<file path="config.mk">
export PLATFORM = sky130hd
export DESIGN_NAME = stack_param
export DESIGN_NICKNAME = d
export VERILOG_FILES = /design/src/rtl/stack_param.sv
export SDC_FILE = /design/constraint.sdc
export NUM_CORES = 1
export LEC_CHECK = 0
export ABC_AREA = 1
export BUFFER_PORTS_ARGS = -buffer_cell sky130_fd_sc_hd__buf_2
export CAP_MARGIN = 30
export CORE_ASPECT_RATIO = 1.1
export CORE_MARGIN = 2
export CORE_UTILIZATION = 45
export DETAILED_ROUTE_END_ITERATION = 8
export PLACE_DENSITY = 0.57
export SLEW_MARGIN = 20
export SYNTH_ARGS = -nofsm -noshare
export SYNTH_HDL_FRONTEND = slang
export SYNTH_SLANG_ARGS = --single-unit
</file>
<file path="constraint.sdc">
create_clock -name clk -period 1.8 [get_ports clk]
set_input_delay 0.36 -clock clk [delete_from_list [all_inputs] [get_ports clk]]
set_output_delay 0.36 -clock clk [all_outputs]
set_load 0.03 [all_outputs]
</file>
<file path="src/rtl/stack_param.sv">
// stack_param: register LIFO with registered head, DEPTH tail cells, peek port, occupancy and sticky error flags.
module stack_param #(
   parameter int WIDTH = 16,
   parameter int DEPTH = 18,
   parameter logic [WIDTH-1:0] FILL = WIDTH'(16'h55aa),
   localparam int CW = $clog2(DEPTH+2),
   localparam int IW = $clog2(DEPTH+1)
) (
   input  logic             clk,
   input  logic             reset,
   input  logic             we,
   input  logic [1:0]       delta,
   input  logic [WIDTH-1:0] wd,
   output logic [WIDTH-1:0] rd,
   output logic [WIDTH-1:0] nos,
   input  logic [IW-1:0]    peek_idx,
   output logic [WIDTH-1:0] peek_data,
   output logic [CW-1:0]    depth,
   output logic             overflow,
   output logic             underflow,
   input  logic             clr_err
);
   logic [WIDTH-1:0] h_q, h_d;
   logic [WIDTH-1:0] t_q [DEPTH];
   logic [WIDTH-1:0] t_d [DEPTH];
   logic [WIDTH-1:0] up [DEPTH+1];
   logic [WIDTH-1:0] ext [DEPTH+2];
   logic [CW-1:0]    d_q, d_d;
   logic             ovf_q, ovf_d, unf_q, unf_d;
   logic             push, pop1, pop2, full, ovf_ev, unf_ev;

   // up: whole stack head-first (push image and peek view); ext: tail padded with FILL for pops
   always_comb begin
      up[0] = h_q;
      for (int i = 0; i < DEPTH; i++) up[i+1] = t_q[i];
      for (int i = 0; i < DEPTH; i++) ext[i] = t_q[i];
      ext[DEPTH] = FILL;
      ext[DEPTH+1] = FILL;
      push = delta == 2'b01;
      pop1 = delta == 2'b11;
      pop2 = delta == 2'b10;
      full = d_q == CW'(DEPTH+1);
      h_d = we ? wd : pop1 ? ext[0] : pop2 ? ext[1] : h_q;
      for (int i = 0; i < DEPTH; i++)
         t_d[i] = push ? up[i] : pop1 ? ext[i+1] : pop2 ? ext[i+2] : t_q[i];
      ovf_ev = push && full;
      unf_ev = (pop1 && d_q == '0) || (pop2 && d_q < CW'(2));
      d_d = push ? (full ? d_q : d_q + CW'(1)) :
            pop1 ? (unf_ev ? '0 : d_q - CW'(1)) :
            pop2 ? (unf_ev ? '0 : d_q - CW'(2)) : d_q;
      ovf_d = (ovf_q && !clr_err) || ovf_ev;
      unf_d = (unf_q && !clr_err) || unf_ev;
   end

   always_ff @(posedge clk) begin
      if (reset) begin
         h_q <= '0;
         t_q <= '{default: FILL};
         d_q <= '0;
         ovf_q <= 1'b0;
         unf_q <= 1'b0;
      end else begin
         h_q <= h_d;
         t_q <= t_d;
         d_q <= d_d;
         ovf_q <= ovf_d;
         unf_q <= unf_d;
      end
   end

   assign rd = h_q;
   assign nos = t_q[0];
   assign peek_data = 32'(peek_idx) > DEPTH ? FILL : up[peek_idx];
   assign depth = d_q;
   assign overflow = ovf_q;
   assign underflow = unf_q;
endmodule

</file>
==> flow_summary.yaml <==
outcome:
  status: "finished with violations"
  failed_checks: "negative setup slack"
drt:
  routed_wl_um: 68800
  wire_per_inst_um: 19.7
  drt_first_pass_iters: 6
  via_count: 20642
  viasPerCell: 5.91
  postRouteAntennaNets: 0
  first_iter_violations: 1528
  drc: 0
placed_design:
  place.gp.congestion: 0.909
  dp.cells: 3390
  portBuffers: 81
  dp.final_hpwl_um: 45500
  place_area_mm2: 0.0208
layout:
  final_area_mm2: 0.0230
  fin_cells: 3494
  nets: 2986
  area_growth_pct: 25.0
  fillers: 3905
  final_util: 0.571
  final_cell_mix: "nand2_1 (513), a21oi_1 (346), inv_1 (311)"
  drive_gt1_frac: 0.231
  final_common_cell: "nand2_1"
critical_path:
  cp_slowest_stage_delay_ps: 330
  critPathArrivalTime_ps: 1880
  critPathTopFamily: "simple AND/OR/NAND/NOR gates"
  cp-end-kind: "primary output"
  crit_path_start_kind: "register"
  worst_path_max_delay_cell: "dfxtp_2"
  crit_path_cell_trace: "o211ai_1, nand2_1, nand2_1, nand3_2, nor2_4, nor2_4, buf_6"
  cp_num_buf_inv: 1
  crit_path_max_fanout: 2
  crit_type: "reg2out"
  crit_required_ps: 1440
power_and_ir_drop:
  p_per_area_mw_per_mm2: 889
  p_total_mw: 20.5
  p_leak_nw: 10.6
  peakVddDrop_mv: 0.784
timing:
  tns_ps: -4690
  setup_ws_ps: -443
  relSlewSlack: 0.721
  slew_viol_final: 0
  worst_pin_slew_ps: 418
  setup_viol: 16
  finalCritPeriodShare: 1.25
  worst_clock_skew_ps: 18.6
  final-hold-violation-count: 0
  rsz0062_at_grt: "true"
  fmax_mhz: 446
  min_period_ps: 2240
global_routing:
  overflow: 0
  first_global_vias: 20077
  busiest_layer: "met2"
  track_usage: 0.319
  grt_max_degree: 72
  grtUsageMet1: 0.373
  antenna_found_initial: 1
  met3_usage: 0.0387
  gr-usage-met2: 0.567
  grt_pass1_wl_um: 109000
cts:
  cts_num_sinks: 311
  root_buffer: "clkbuf_16"
  clk_pin_slew_ps: 60
  numCtsBuffers: 38
  cts_max_level: 2
  clock_path_buffers: 3
  cts_tree: "done"
  insertion_delay_ps: 570
floorplanning:
  pin_count: 82
  die_w_um: 197
  die_area_mm2: 0.0425
  initial_core_util: 0.457
  core-area_mm2: 0.0403
  core.rowCount: 77
  die_h_um: 216
logic_synthesis:
  synth.net_count: 2847
  syn_area_mm2: 0.0184
  ys.warnings.count: 0
  synth.yosys.seq_area_share: 0.338
  avgSynthCellArea_um2: 6.54
  netlist_instances: 2814
  ys_types: 36
  synth_seq_cells: 311
flow_run:
  drv_cap: 0
min_path:
  hp-class: "in2reg"
-- worst min-delay path, cell delays in order --
cell and delay [ps]:
buf_2 80, a21oi_1 50, a21oi_1 100
-- where the power goes --
part,switching [mW],internal [mW]
registers,0.380,7.45
logic,2.90,1.80
clock network,3.21,4.72
total,6.49,14.0
-- routing by layer --
| layer | part of all wire | vias up |
|---|---|---|
| met5 | 0 | - |
| met4 | 0.051 | 0 |
| met3 | 0.055 | 215 |
| met2 | 0.50 | 750 |
| met1 | 0.39 | 9820 |
| li1 | - | 9857 |
-- through the flow --
step           hold slack (ps)  worst slack [ps]
3_3_place_gp               450              -442
6_report                  64.5              -443
3_5_place_dp               463              -421
5_1_grt                   97.6              -522
4_1_cts                   55.5              -473
2_1_floorplan              441              1.54
-- cell usage after synthesis --
master,n,area [µm²]
a21oi_1,347,1740
nor3_1,1,5.00
nand3_1,135,676
inv_1,394,1480
o221ai_1,159,1390
inv_2,6,22.5
ha_1,6,75.1
dfxtp_1,311,6230
buf_8,1,15.0
nor2_2,1,6.26
o21ai_0,298,1490
clkbuf_1,113,424
nand2_2,1,6.26
a31oi_1,1,6.26
o211ai_1,35,263
inv_4,2,12.5
and2_1,1,6.26
xnor2_1,1,8.76
nor2_4,1,11.3
o2111ai_1,3,26.3
nor4_4,1,21.3
nand4_1,17,106
nand2_1,547,2050
nand3b_1,2,15.0
buf_6,11,124
nand4_2,1,12.5
nor2_1,117,439
o22ai_1,67,419
clkinv_1,1,3.75
buf_2,89,445
a221oi_1,27,236
buf_4,25,188
o21ai_1,73,365
buf_1,17,63.8
nand2_4,1,11.3
xor2_1,1,8.76
-- cell type report --
type / instances / area, µm² / area share
Inverter: 403 / 1540 / 0.0671
Clock buffer: 53 / 1110 / 0.0482
Timing Repair Buffer: 355 / 3330 / 0.145
Multi-Input combinational cell: 1844 / 9880 / 0.430
Sequential cell: 311 / 6340 / 0.276
Tap cell: 513 / 642 / 0.0279
Clock inverter: 14 / 153 / 0.00663
Antenna cell: 1 / 2.50 / 0.000109
-- flip-flops by register name (all words and copies together), names as in the netlist --
register / flops
nos: 16
rd: 16
overflow: 1
underflow: 1
ext: 272
depth: 5
-- cell families after synthesis --
| logic type | synth area share |
|---|---|
| flip-flops | 0.338 |
| adder cells (fa/ha/maj) | 0.00408 |
| AND/OR/NAND/NOR | 0.183 |
| buffers and inverters | 0.151 |
| AO/OA/AOI/OAI | 0.323 |
| XOR/XNOR | 0.000952 |
-- worst paths after layout --
kind                                from            to  slack, ps  depth (start not counted)
worst max-delay path               rd[3]  peek_data[3]       -440                          7
worst min-delay path              wd[13]        rd[13]         60                          3
worst max register to register  depth[0]      depth[4]        300                          5
worst min register to register  ext[127]      ext[111]        470                          2
-- what timing repair did --
item,in CTS,in global routing
setup endpoints to repair,16,16
hold buffers,0,0
buffers inserted,22,12
gates cloned,2,0
pin swaps,48,56
resized for setup,212,109
(Power assumes the default switching activity.)
